<file path="src/rtl/fail_safe_ctrl.sv">
// Video pass-through that falls back to an internal fail-safe pattern on timing faults.
// Define FS_FRAME_CHECK_EN to compile in the lines-per-frame check (err_status[2]).
module fail_safe_ctrl #(
   parameter int         H_ACTIVE   = 1920,
   parameter int         V_LINES    = 1080,
   parameter int         TIMEOUT    = 8192,
   parameter int         GOOD_LINES = 16,
   parameter logic [7:0] FS_COLOR   = 8'd128
) (
   input  logic       clock,
   input  logic       reset,
   input  logic       in_h_sync,
   input  logic       in_v_sync,
   input  logic       in_d_en,
   input  logic [7:0] in_data,
   input  logic       err_clr,
   output logic       out_h_sync,
   output logic       out_v_sync,
   output logic       out_d_en,
   output logic [7:0] out_data,
   output logic       fail_flag,
   output logic [2:0] err_status
);

   localparam int LINE_LEN = H_ACTIVE + 8;
   localparam int HC_W     = $clog2(LINE_LEN);
   localparam int VC_W     = $clog2(V_LINES + 1);
   localparam int LEN_W    = $clog2(H_ACTIVE + 2);
   localparam int WD_W     = $clog2(TIMEOUT + 1);
   localparam int GL_W     = $clog2(GOOD_LINES + 1);
   localparam logic [LEN_W-1:0] LEN_MAX = {LEN_W{1'b1}};

   typedef enum logic [1:0] {
      ST_INIT    = 2'd0,
      ST_NORMAL  = 2'd1,
      ST_FAIL    = 2'd2,
      ST_RECOVER = 2'd3
   } state_t;

   state_t            state_r;
   state_t            state_nxt_s;
   logic              v_d_r;
   logic              de_d_r;
   logic              de_rise_s;
   logic              de_fall_s;
   logic              vs_rise_s;
   logic [LEN_W-1:0]  len_cnt_r;
   logic              len_ok_s;
   logic              len_err_s;
   logic [WD_W-1:0]   wd_cnt_r;
   logic              tmo_err_s;
   logic              frame_err_s;
   logic              any_err_s;
   logic [GL_W-1:0]   gl_cnt_r;
   logic              armed_s;
   logic [HC_W-1:0]   hc_r;
   logic [VC_W-1:0]   vc_r;
   logic              gen_h_s;
   logic              gen_v_s;
   logic              gen_de_s;
   logic [7:0]        gen_data_s;
   logic              out_h_s;
   logic              out_v_s;
   logic              out_de_s;
   logic [7:0]        out_data_s;
   logic              fail_s;

   // Previous-cycle copies of upstream timing for edge detection
   always_ff @(posedge clock or posedge reset) begin
      if (reset) begin
         v_d_r  <= 1'b0;
         de_d_r <= 1'b0;
      end else begin
         v_d_r  <= in_v_sync;
         de_d_r <= in_d_en;
      end
   end

   assign de_rise_s = in_d_en & ~de_d_r;
   assign de_fall_s = ~in_d_en & de_d_r;
   assign vs_rise_s = in_v_sync & ~v_d_r;

   // Active-run length; holds the run length on the cycle the run ends
   always_ff @(posedge clock or posedge reset) begin
      if (reset) begin
         len_cnt_r <= {LEN_W{1'b0}};
      end else if (!in_d_en) begin
         len_cnt_r <= {LEN_W{1'b0}};
      end else if (len_cnt_r != LEN_MAX) begin
         len_cnt_r <= len_cnt_r + LEN_W'(1);
      end else begin
         len_cnt_r <= len_cnt_r;
      end
   end

   assign len_ok_s  = de_fall_s & (len_cnt_r == LEN_W'(H_ACTIVE));
   assign len_err_s = de_fall_s & (len_cnt_r != LEN_W'(H_ACTIVE));

   // Watchdog saturates at TIMEOUT so each expiry fires exactly once
   always_ff @(posedge clock or posedge reset) begin
      if (reset) begin
         wd_cnt_r <= {WD_W{1'b0}};
      end else if (de_rise_s) begin
         wd_cnt_r <= {WD_W{1'b0}};
      end else if (wd_cnt_r != WD_W'(TIMEOUT)) begin
         wd_cnt_r <= wd_cnt_r + WD_W'(1);
      end else begin
         wd_cnt_r <= wd_cnt_r;
      end
   end

   assign tmo_err_s = ~de_rise_s & (wd_cnt_r == WD_W'(TIMEOUT - 1));

`ifdef FS_FRAME_CHECK_EN
   localparam int FR_W = $clog2(V_LINES + 2);
   localparam logic [FR_W-1:0] FR_MAX = {FR_W{1'b1}};
   logic [FR_W-1:0] fr_cnt_r;
   logic            vs_seen_r;

   // Lines per frame; the first v_sync after reset only opens a frame
   always_ff @(posedge clock or posedge reset) begin
      if (reset) begin
         fr_cnt_r  <= {FR_W{1'b0}};
         vs_seen_r <= 1'b0;
      end else if (vs_rise_s) begin
         fr_cnt_r  <= {FR_W{1'b0}};
         vs_seen_r <= 1'b1;
      end else if (de_fall_s && (fr_cnt_r != FR_MAX)) begin
         fr_cnt_r  <= fr_cnt_r + FR_W'(1);
         vs_seen_r <= vs_seen_r;
      end else begin
         fr_cnt_r  <= fr_cnt_r;
         vs_seen_r <= vs_seen_r;
      end
   end

   assign frame_err_s = vs_rise_s & vs_seen_r & (fr_cnt_r != FR_W'(V_LINES));
`else
   assign frame_err_s = 1'b0;
`endif

   assign any_err_s = len_err_s | tmo_err_s | frame_err_s;

   // Sticky error flags; a new event beats a simultaneous clear
   always_ff @(posedge clock or posedge reset) begin
      if (reset) begin
         err_status <= 3'b000;
      end else begin
         err_status <= (err_clr ? 3'b000 : err_status) | {frame_err_s, len_err_s, tmo_err_s};
      end
   end

   // Free-running fail-safe raster generator
   always_ff @(posedge clock or posedge reset) begin
      if (reset) begin
         hc_r <= {HC_W{1'b0}};
         vc_r <= {VC_W{1'b0}};
      end else if (hc_r == HC_W'(LINE_LEN - 1)) begin
         hc_r <= {HC_W{1'b0}};
         if (vc_r == VC_W'(V_LINES - 1)) begin
            vc_r <= {VC_W{1'b0}};
         end else begin
            vc_r <= vc_r + VC_W'(1);
         end
      end else begin
         hc_r <= hc_r + HC_W'(1);
         vc_r <= vc_r;
      end
   end

   assign gen_h_s    = (hc_r < HC_W'(4));
   assign gen_v_s    = gen_h_s & (vc_r == {VC_W{1'b0}});
   assign gen_de_s   = (hc_r >= HC_W'(4)) & (hc_r < HC_W'(H_ACTIVE + 4));
   assign gen_data_s = gen_de_s ? FS_COLOR : 8'h00;

   // State register
   always_ff @(posedge clock or posedge reset) begin
      if (reset) begin
         state_r <= ST_INIT;
      end else begin
         state_r <= state_nxt_s;
      end
   end

   // Next-state logic; errors take priority over the frame-boundary exit
   always_comb begin
      state_nxt_s = state_r;
      case (state_r)
         ST_INIT: begin
            if (vs_rise_s) state_nxt_s = ST_RECOVER;
            else           state_nxt_s = ST_INIT;
         end
         ST_NORMAL: begin
            if (any_err_s) state_nxt_s = ST_FAIL;
            else           state_nxt_s = ST_NORMAL;
         end
         ST_FAIL: begin
            if (len_ok_s && !any_err_s) state_nxt_s = ST_RECOVER;
            else                        state_nxt_s = ST_FAIL;
         end
         ST_RECOVER: begin
            if (any_err_s)                   state_nxt_s = ST_FAIL;
            else if (armed_s && vs_rise_s)   state_nxt_s = ST_NORMAL;
            else                             state_nxt_s = ST_RECOVER;
         end
         default: state_nxt_s = ST_INIT;
      endcase
   end

   // Good lines seen in RECOVER; the line that leaves FAIL counts as the first
   always_ff @(posedge clock or posedge reset) begin
      if (reset) begin
         gl_cnt_r <= {GL_W{1'b0}};
      end else if (state_nxt_s != ST_RECOVER) begin
         gl_cnt_r <= {GL_W{1'b0}};
      end else if (state_r == ST_FAIL) begin
         gl_cnt_r <= GL_W'(1);
      end else if (len_ok_s && !armed_s) begin
         gl_cnt_r <= gl_cnt_r + GL_W'(1);
      end else begin
         gl_cnt_r <= gl_cnt_r;
      end
   end

   assign armed_s = (gl_cnt_r == GL_W'(GOOD_LINES));

   // Output source follows the next state so switching happens on the deciding edge
   always_comb begin
      if (state_nxt_s == ST_NORMAL) begin
         out_h_s    = in_h_sync;
         out_v_s    = in_v_sync;
         out_de_s   = in_d_en;
         out_data_s = in_data;
         fail_s     = 1'b0;
      end else begin
         out_h_s    = gen_h_s;
         out_v_s    = gen_v_s;
         out_de_s   = gen_de_s;
         out_data_s = gen_data_s;
         fail_s     = 1'b1;
      end
   end

   // Registered display outputs
   always_ff @(posedge clock or posedge reset) begin
      if (reset) begin
         out_h_sync <= 1'b0;
         out_v_sync <= 1'b0;
         out_d_en   <= 1'b0;
         out_data   <= 8'h00;
         fail_flag  <= 1'b1;
      end else begin
         out_h_sync <= out_h_s;
         out_v_sync <= out_v_s;
         out_d_en   <= out_de_s;
         out_data   <= out_data_s;
         fail_flag  <= fail_s;
      end
   end

endmodule

</file>
<file path="config.mk">
export PLATFORM = sky130hd
export DESIGN_NAME = fail_safe_ctrl
export DESIGN_NICKNAME = d
export VERILOG_FILES = /design/src/rtl/fail_safe_ctrl.sv
export SDC_FILE = /design/constraint.sdc
export NUM_CORES = 1
export LEC_CHECK = 0
export ABC_AREA = 1
export BUFFER_PORTS_ARGS = -buffer_cell sky130_fd_sc_hd__buf_4
export CAP_MARGIN = 20
export CORE_MARGIN = 3
export CORE_UTILIZATION = 57
export CTS_BUF_LIST = sky130_fd_sc_hd__clkbuf_8
export CTS_CLUSTER_DIAMETER = 60
export DETAILED_ROUTE_END_ITERATION = 12
export GPL_TIMING_DRIVEN = 0
export PLACE_DENSITY = 0.76
export SETUP_SLACK_MARGIN = 0.2
export SYNTH_ARGS = -nofsm -noshare
export SYNTH_HDL_FRONTEND = slang
export SYNTH_SLANG_ARGS = --single-unit
</file>
<file path="constraint.sdc">
create_clock -name clock -period 2.9 [get_ports clock]
set_clock_uncertainty 0.2 [all_clocks]
set_input_delay 0.435 -clock clock [delete_from_list [all_inputs] [get_ports clock]]
set_output_delay 0.435 -clock clock [all_outputs]
set_load 0.005 [all_outputs]
</file>
After elaboration in Yosys (flattened, before gate mapping):

Index checks and enable logic that the tools add are counted.

* muxes and demuxes: 22
* add/sub/neg operators: 5
* reductions and logical operators: 9
* magnitude comparators: 3
* bitwise operators: 14
* eq/ne operators: 14

Operators with widths (number)
* $mux 11: 4
* $add 11x1->11 const B: 3
* $eq 11x11->1 const B: 3
* $mux 14: 2
* $ne 11x11->1 const B: 2
* $mux 8: 2
* $mux 5: 3
* $add 14x1->14 const B: 1
* $eq 14x13->1 const B: 1
* $ne 14x14->1 const B: 1
* $ge 11x3->1 const B: 1
* $logic_not 11->1: 1
* $lt 11x11->1 const B: 1
* $lt 11x3->1 const B: 1
* $and 1x1->1: 8
* $mux 2: 4
* $pmux 2 s4: 1
* $add 5x1->5 const B: 1
* $eq 5x5->1 const B: 1
* $mux 1: 5
* $eq 2x1->1 const B: 2
* $eq 2x2->1 const B: 2
* $not 1->1: 4
* $logic_and 1x1->1: 3
* 9 further kinds: 10

* output and inout bits: 15
* input port bits: 14
* register bits: 71
* word-level logic and storage cells: 81

Logic depth before layout (Yosys ltp):

Gate-level depths: netlist of the first run.

* depth in word-level cells: 11
* depth in mapped cells: 12
* mapped depth without buffers: 11

Least setup slack after synthesis of the first run:

OpenSTA, ideal clock, no wires.

* kind: reg-to-reg
* start: reg len_cnt_r[0]
* end: reg out_v_sync
* clock period less this slack: 1.857 ns
* path buffers: 1
* setup slack: 1.043 ns
* cell stages (with the launch flop): 13
* required time: 2.585 ns
* data arrival time: 1.541 ns
* setup time: 0.115 ns
* cells stage by stage: dfrtp_1 > inv_1 > ha_1 > nand3_1 > nor2_2 > nand2_1 > nand2_2 > nand3_2 > nor2_4 > nand2_2 > buf_6 > nand3b_4 > nand2_2

* word-level cells in the longest chain between the ends: 9
* elaborated cells on any way between the ends: 13
* those cells by class: 3 x eq/ne; 5 x mux; 3 x bitwise; 2 x reduce/logical

Ends and longest elaborated chain
* start: declaration: RTL line 47 `logic [LEN_W-1:0] len_cnt_r;`
* start signal: assignment: RTL line 86 `len_cnt_r <= {LEN_W{1'b0}};`
* start signal: assignment: RTL line 88 `len_cnt_r <= {LEN_W{1'b0}};`
* start signal: assignment: RTL line 90 `len_cnt_r <= len_cnt_r + LEN_W'(1);`
* $ne 11x11->1: RTL line 97 `assign len_err_s = de_fall_s & (len_cnt_r != LEN_W'(H_ACTIVE));`
* $and 1x1->1: RTL line 97
* $or 1x1->1: RTL line 142 `assign any_err_s = len_err_s | tmo_err_s | frame_err_s;`
* $logic_not 1->1: RTL line 198 `if (len_ok_s && !any_err_s) state_nxt_s = ST_RECOVER;`
* $logic_and 1x1->1: RTL line 198
* $mux 1: RTL line 198
* $pmux 2 s4 *: RTL line 188 `case (state_r)`
* $eq 2x1->1 *: RTL line 229 `if (state_nxt_s == ST_NORMAL) begin`
* $mux 1 *: RTL line 229
* named net out_v_s: RTL line 63 `logic out_v_s;`
* end signal: assignment: RTL line 254 `out_v_sync <= out_v_s;`
* end: declaration: RTL line 18 `output logic out_v_sync,`

The timed path passes the listed nets; every way through them passes the cells marked *.
A chain may end at the register's enable or synchronous reset.

Final worst setup path of the first run:

Same ends and word-level chain as after synthesis.

==> qor.yml, run 1 <==
status: "finished, final reports clean"
worstHoldPathType: "input port to flop"
cts_buffers: 9
highest_layer: "met4"
syn-instance-count: 436
initial_core_util_pct: 60.1
die_area_um2: 7350
place_congestion: 0.891
hpwl_um: 5080
grt_usage_pct: 21.1
tightest_slew_ps: 844
fillers: 505
drive_gt1_share_pct: 15.8
synthToLayoutAreaGrowth_pct: 13.7
setup_viol: 0
ys_types: 39
synthArstFlopShare_pct: 100
syn_area_um2: 3620
worstPathArrival_ps: 2130
die_height_um: 85.7
final_max_slew_viol_count: 0
fin_ws_ps: 806
path_cells: "inv_1, ha_1, nand3_1, nor2_2, nand2_1, nand2_2, nand3_2, nor2_4, nand2_2, buf_6, nand3b_4, nand2_2"
routed_via_density: 5.32
maxCapViolCount: 0
cts_setup_buffers: 0
worst-endpoint-required_ps: 2940
fin_nets: 499
synth_edf_count: 0
route.met3.wl_um: 232
vias: 2954
io_pins: 29
avgSynthCellArea_um2: 8.31
setup.worst_path.end_class: "flop"
stdcell_count: 555
power.density_nw_per_um2: 465
diodes: 0
max_freq_mhz: 478
fp.coreArea_um2: 6030
dp.cells: 538
start_kind: "flop"
wl_met2_um: 3490
hold_viol_final: 0
final_area_um2: 4120
cts_sinks: 70
die_x_um: 85.7
crit_path_max_incr_delay_ps: 430
ys_seq_area_share_pct: 48.4
cts_tree: "yes"
gr-total-overflow: 0
ys_ff_latch: 70
drt_iter0_drc: 105
slew_headroom_pct: 43.7
detail-route-antenna-nets: 0
r2r_slack_ps: 810
synth_area_leader_cell: "dfrtp_1"
dr.pass1.iters: 4
pre_cts_slack_ps: 833
vdd_drop_max_mv: 0.405
crit_family: "simple AND/OR/NAND/NOR gates"
ctsHoldBuffers: 0
leakagePower_nw: 1.98
crit_fanout: 10
yosysTopAreaCellShare_pct: 47.7
portBuffers: 27
ys_top_cells_by_area: "dfrtp_1 48%, inv_1 7.7%, nand2_1 6.7%, nor2_1 4.4%, nand3_1 4.1%"
synthFlopType: "dfrtp_1"
crit_type: "flop to flop"
cp_slowest_cell: "dfrtp_1"
antenna_found_initial: 0
root_buffer: "clkbuf_8"
first_global_vias: 2938
grt_pass1_wl_um: 12400
max-clock-path-buffers: 2
drt_wl_total_um: 7130
dpl_cell_area_um2: 3920
rsz0062_at_grt: "false"
wl_per_cell_um: 12.9
min_period_ps: 2090
grt_start_max_net_pins: 71
clk_pin_slew_worst_paths_ps: 80
crit_buf_inv: 2
htree_levels: 3
synth_warnings: 0
cts_resized: 0
drc_errors: 0
postLayoutCoreUtil_pct: 68.4
total_power_mw: 1.92
postSynthNetCount: 460
min_period_over_period_pct: 72.2
cp_common_cell: "nand2_2"
rows: 28
met1_length_um: 3250
clk_latency_ps: 340
layout make-up:
type	instances	area [um^2]	area share, %
buffer	4	30.0	0.729
clock buffer	9	124	3.01
clock inverter	7	65.1	1.58
inverter	77	292	7.08
multi-input combinational	285	1550	37.6
sequential	70	1750	42.5
tap	75	93.8	2.28
timing repair buffer	28	213	5.16
through the flow:
step / hold slack [ps] / setup TNS (ps)
5_1_grt: 1.08 / 0
3_3_place_gp: 254 / -21320
6_report: 11.7 / 0
2_1_floorplan: 230 / 0
3_5_place_dp: 265 / 0
4_1_cts: 2.41 / 0
worst register-to-register path, stage by stage (launching register included):
cell	delay, ps
dfrtp_1	430
inv_1	140
ha_1	180
nand3_1	100
nor2_2	150
nand2_1	80
nand2_2	80
nand3_2	110
nor2_4	150
nand2_2	100
buf_6	160
nand3b_4	70
nand2_2	40
metal layers:
| layer | vias up | global-route usage, % |
|---|---|---|
| li1 | 1493 | - |
| met1 | 1395 | 26.0 |
| met2 | 50 | 35.1 |
| met3 | 16 | 4.03 |
| met4 | 0 | 11.2 |
| met5 | - | 0 |
cells in the final DEF (no fill, tap or decap), types with 2 or more instances in the layout:
master       n
a21oi_1     16
a31oi_1      2
buf_4       29
clkbuf_8     9
clkinv_2     4
clkinvlp_4   2
dfrtp_1     69
ha_1        10
inv_1       73
inv_2        3
nand2_1     65
nand2_2      4
nand3_1     30
nand3_2      2
nand3b_1     2
nand4_1     18
nor2_1      42
nor2_2      11
nor3_1      18
nor4_1       6
o21ai_0     30
or2_1        2
or2_2        2
xnor2_1      5
xor2_1       6
cells in the mapped netlist (4+ instances only):
library cell  number
a21oi_1           16
dfrtp_1           69
ha_1              10
inv_1             74
nand2_1           65
nand2_2            4
nand3_1           30
nand4_1           18
nor2_1            42
nor2_2            11
nor3_1            18
nor4_1             6
o21ai_0           30
xnor2_1            5
xor2_1             6
where the power goes:
| part | total (mW) | switching, mW | internal [mW] |
|---|---|---|---|
| Clock | 0.762 | 0.371 | 0.391 |
| Sequential | 1.03 | 0.0313 | 1.00 |
| Combinational | 0.123 | 0.0733 | 0.0501 |
| Total | 1.92 | 0.476 | 1.44 |
worst paths after layout:
| path | start | endpoint | depth (start not counted) |
|---|---|---|---|
| max reg2reg | len_cnt_r[0] | out_v_sync | 12 |
| max in group asynchronous | reset | v_d_r | 2 |
| min in group asynchronous | reset | hc_r[9] | 2 |
| min reg2reg | hc_r[0] | hc_r[0] | 1 |
| max | len_cnt_r[0] | out_v_sync | 12 |
| min | in_d_en | de_d_r | 1 |
cell families after synthesis:
group / after synthesis / synth area share (%)
AO/OA/AOI/OAI: 55 / 8.50
XOR/XNOR: 11 / 2.66
adder cells (fa/ha/maj): 10 / 3.45
buffers and inverters: 81 / 8.81
flip-flops: 70 / 48.4
multiplexers: 1 / 0.276
other: 1 / 0.104
AND/OR/NAND/NOR: 207 / 27.8
flip-flops by register name (all words and copies together) (netlist names):
name and flops:
v_d_r 1, gl_cnt_r 5, out_v_sync 1, err_status 2, vc_r 11, len_cnt_r 11, hc_r 11, de_d_r 1
out_d_en 1, out_h_sync 1, out_data 8, wd_cnt_r 14, state_r 2, fail_flag 1
Note: power is estimated with default switching activity, not from simulation.
==> run 2: changes to the inputs <==
--- a/config.mk
+++ b/config.mk
@@ -9,12 +9,12 @@
 export BUFFER_PORTS_ARGS = -buffer_cell sky130_fd_sc_hd__buf_4
 export CAP_MARGIN = 20
 export CORE_MARGIN = 3
-export CORE_UTILIZATION = 57
+export CORE_UTILIZATION = 56
 export CTS_BUF_LIST = sky130_fd_sc_hd__clkbuf_8
 export CTS_CLUSTER_DIAMETER = 60
 export DETAILED_ROUTE_END_ITERATION = 12
 export GPL_TIMING_DRIVEN = 0
-export PLACE_DENSITY = 0.76
+export PLACE_DENSITY = 0.78
 export SETUP_SLACK_MARGIN = 0.2
 export SYNTH_ARGS = -nofsm -noshare
 export SYNTH_HDL_FRONTEND = slang
==> constraint.sdc (replaced) <==
create_clock -name clock -period 1.74 [get_ports clock]
set_clock_uncertainty 0.2 [all_clocks]
set_input_delay 0.261 -clock clock [delete_from_list [all_inputs] [get_ports clock]]
set_output_delay 0.261 -clock clock [all_outputs]
set_load 0.005 [all_outputs]
==> qor.yml, run 2 (synthesis gave the netlist of run 1 again) <==
min_period_ps: 2040
power.density_nw_per_um2: 636
hpwl_um: 5190
die_area_um2: 7470
worst-r2r-cell-count: 10
grt_usage_pct: 29.7
vdd_drop_max_mv: 0.549
cts_tree: "yes"
layout_common_cells: "72 x buf_4, 64 x inv_1, 61 x dfrtp_1"
top_register: "wd_cnt_r"
final_area_um2: 5390
total_power_mw: 3.43
cts_buffers: 9
final_max_slew_viol_count: 0
detail-route-antenna-nets: 0
pre_cts_slack_ps: -249
worstPathArrival_ps: 2090
mostFrequentLayoutCell: "buf_4"
crit_fanout: 5
postLayoutCoreUtil_pct: 88.4
dpl_cell_area_um2: 3980
setup_viol: 35
crit_type: "flop to flop"
diodes: 0
largest_reg_flops: 14
fin_ws_ps: -297
hold_viol_final: 0
rsz0062_at_grt: "true"
synthToLayoutAreaGrowth_pct: 48.7
grt_pass1_wl_um: 17300
status: "complete, but fails checks"
htree_levels: 3
die_height_um: 86.4
clk_latency_ps: 360
grt_start_max_net_pins: 37
root_buffer: "clkbuf_8"
r2r_start: "len_cnt_r[1]"
rows: 28
drt_wl_total_um: 12600
initial_core_util_pct: 59.4
drc_errors: 0
min_period_over_period_pct: 117
hold_depth: 3
place_congestion: 0.916
leakagePower_nw: 2.60
drive_gt1_share_pct: 41.9
routed_via_density: 6.15
die_x_um: 86.4
maxCapViolCount: 0
fp.coreArea_um2: 6100
tightest_slew_ps: 852
gr-total-overflow: 0
fillers: 220
max-clock-path-buffers: 2
fin_nets: 573
setup.worst_path.end_class: "flop"
holdCritStartpoint: "in_v_sync"
max_freq_mhz: 491
slew_headroom_pct: 42.9
failed_checks: "negative setup slack"
worst-endpoint-required_ps: 1800
start_kind: "flop"
cts_sinks: 70
antenna_found_initial: 0
crit_start: "len_cnt_r[1]"
first_global_vias: 3653
io_pins: 29
drt_iter0_drc: 397
wl_per_cell_um: 20.0
clk_pin_slew_worst_paths_ps: 80
worstHoldPathType: "input port to flop"
vias: 3869
dr.pass1.iters: 6
portBuffers: 27
run 2: cell count changes in the layout (fill, tap and decap cells not counted), moves of 14 or more:
cell	before	now
nor2_1	42	24
buf_4	29	72
nor2_4	1	15
buf_6	1	16
o21ai_0	30	13
nand2_1	65	45
run 2: what timing repair did:
| action | in CTS | in global routing |
|---|---|---|
| pin swaps | 31 | 32 |
| gates cloned | 1 | 1 |
| endpoints found under the setup margin | 54 | 97 |
| buffers inserted | 47 | 12 |
| endpoints found under the hold margin | 46 | 0 |
| resized for setup | 98 | 79 |
| hold buffers | 13 | 0 |
run 2: metrics by stage:
stage          TNS, ps  hold slack (ps)  cells
2_1_floorplan    -95.9             92.4    436
3_3_place_gp     -2830              181    538
3_5_place_dp     -3300              185    539
4_1_cts           -540             11.1    616
5_1_grt          -7080             25.5    629
6_report         -4600             15.1    629
run 2: per-layer routing:
layer | track usage (%) | vias up | wire (um)
li1 | - | 1647 | -
met1 | 35.9 | 1858 | 4520
met2 | 50.8 | 295 | 6350
met3 | 6.37 | 69 | 1110
met4 | 13.6 | 0 | 629
met5 | 0 | - | 0
run 2: worst paths after layout:
| check | slack, ps | end |
|---|---|---|
| max reg2reg | -300 | gl_cnt_r[4] |
| min in group asynchronous | 310 | hc_r[3] |
| min | 20 | out_v_sync |
| max | -300 | gl_cnt_r[4] |
| max in group asynchronous | 490 | hc_r[8] |
| min reg2reg | 310 | wd_cnt_r[9] |
run 2: worst max-delay path, cell delays in order (launching register included):
cell	delay, ps
dfrtp_1	410
inv_2	90
ha_4	140
nand3_4	60
nor2_4	170
nand4_1	130
buf_4	200
nor2_2	160
nand4_1	160
nand2_1	150
nor2_2	50
run 2: report_power, final:
group | switching (mW) | internal (mW)
clock network | 0.671 | 0.584
registers | 0.0590 | 1.67
logic | 0.236 | 0.208
run 2: layout make-up:
class,count,area [um^2],share of cell area [%]
Inverter,77,308,5.71
Timing Repair inverter,1,5.00,0.0929
Multi-Input combinational cell,285,2120,39.3
Tap cell,75,93.8,1.74
Sequential cell,70,1760,32.7
Clock inverter,5,26.3,0.488
Clock buffer,11,151,2.81
Timing Repair Buffer,101,883,16.4
Buffer,4,40.0,0.743
==> run 3: changes to the inputs <==
--- a/config.mk
+++ b/config.mk
@@ -13,7 +13,6 @@
 export CTS_BUF_LIST = sky130_fd_sc_hd__clkbuf_8
 export CTS_CLUSTER_DIAMETER = 60
 export DETAILED_ROUTE_END_ITERATION = 12
-export GPL_TIMING_DRIVEN = 0
 export PLACE_DENSITY = 0.78
 export SETUP_SLACK_MARGIN = 0.2
 export SYNTH_ARGS = -nofsm -noshare
==> qor.yml, run 3 (synthesis gave the netlist of run 1 again) <==
leakagePower_nw: 2.67
multiInputGateArea_um2: 2050
failed_checks: "negative setup slack"
largest_reg_flops: 14
setup.worst_path.end_class: "flop"
clk_pin_slew_worst_paths_ps: 80
route.met3.wl_um: 1170
max-clock-path-buffers: 2
dp.cells: 581
highest_layer: "met4"
total_power_mw: 3.88
r2r_start: "len_cnt_r[0]"
antenna_found_initial: 0
slew_headroom_pct: 66.4
crit_fanout: 5
min_period_over_period_pct: 118
power.density_nw_per_um2: 709
start_kind: "flop"
layout_common_cells: "80 x buf_4, 63 x dfrtp_1, 56 x inv_1"
initial_core_util_pct: 59.4
first_global_vias: 3472
tns_ps: -4920
clk_latency_ps: 380
vias: 3971
vdd_drop_max_mv: 0.647
grt_pass1_wl_um: 15800
worst-endpoint-required_ps: 1800
fin_nets: 583
top_register: "wd_cnt_r"
fillers: 230
htree_levels: 3
crit_start: "len_cnt_r[0]"
hold_ws_ps: 21.7
die_height_um: 86.4
synthToLayoutAreaGrowth_pct: 51.0
dr.pass1.iters: 7
holdCritStartpoint: "in_d_en"
grt_usage_pct: 27.1
final_area_um2: 5470
mostFrequentLayoutCell: "buf_4"
drt_wl_total_um: 13600
stdcell_count: 639
portBuffers: 27
cts_sinks: 70
drc_errors: 0
cts_tree: "yes"
area.sequential_um2: 1760
crit_type: "flop to flop"
routed_via_density: 6.21
diodes: 0
grt_start_max_net_pins: 29
root_buffer: "clkbuf_8"
dpl_cell_area_um2: 4320
detail-route-antenna-nets: 0
setup_viol: 34
pre_cts_slack_ps: -111
io_pins: 29
rows: 28
hpwl_um: 5940
cts_buffers: 9
drt_iter0_drc: 298
place_congestion: 0.886
fp.coreArea_um2: 6100
rsz0062_at_grt: "true"
tightest_slew_ps: 499
worstHoldPathType: "input port to flop"
fin_ws_ps: -311
hold_viol_final: 0
final_max_slew_viol_count: 0
status: "complete, but fails checks"
worstPathArrival_ps: 2110
min_period_ps: 2050
met1_length_um: 4910
die_x_um: 86.4
maxCapViolCount: 0
gr-total-overflow: 0
drive_gt1_share_pct: 43.8
die_area_um2: 7470
wl_met2_um: 6600
postLayoutCoreUtil_pct: 89.7
max_freq_mhz: 488
wl_per_cell_um: 21.2
==> run 3: cell count changes in the layout (fill, tap and decap cells not counted), sizes merged <==
cell	change
buf	+12
bufinv	+3
clkinv	+1
inv	-3
clkbuf	-2
clkinvlp	-1
==> run 3: routing by layer <==
metal	track usage, %	up-vias
li1	-	1657
met1	33.4	1905
met2	45.8	317
met3	6.27	92
met4	11.0	0
met5	0	-
==> run 3: worst max-delay path, stage by stage (launching register included) <==
cell	delay (ps)
dfrtp_1	410
inv_2	100
ha_4	130
nand3_2	80
nor2_4	130
nand4_1	300
nor2_2	280
nand4_1	130
nand2_1	120
nor2_1	60
==> run 3: final timing paths <==
kind                                      end  slack, ps  depth (start not counted)
worst max-delay path              gl_cnt_r[4]       -310                          9
worst min-delay path            len_cnt_r[10]         20                          2
worst max register to register    gl_cnt_r[4]       -310                          9
worst min register to register    wd_cnt_r[9]        360                          1
max in group asynchronous           fail_flag        500                          4
min in group asynchronous             hc_r[4]        270                          3
==> run 3: cell type report <==
cell class	count	share of cell area [%]
timing repair buffer	116	18.6
sequential	70	32.2
multi-input combinational	285	37.4
tap	75	1.72
clock inverter	6	1.99
inverter	77	5.58
clock buffer	10	2.52
==> run 3: power breakdown <==
part	leakage (nW)	switching (mW)	internal, mW
Sequential	0.920	0.0507	1.67
Clock	0.126	0.708	0.990
Combinational	1.62	0.241	0.221
==> run 3: repair_timing <==
item                                    4_1_cts  5_1_grt
gates resized for setup                      53      113
buffers inserted                             10       19
endpoints found under the hold margin        32        0
pin swaps                                    21       39
endpoints found under the setup margin       54       60
hold buffers                                 13        0
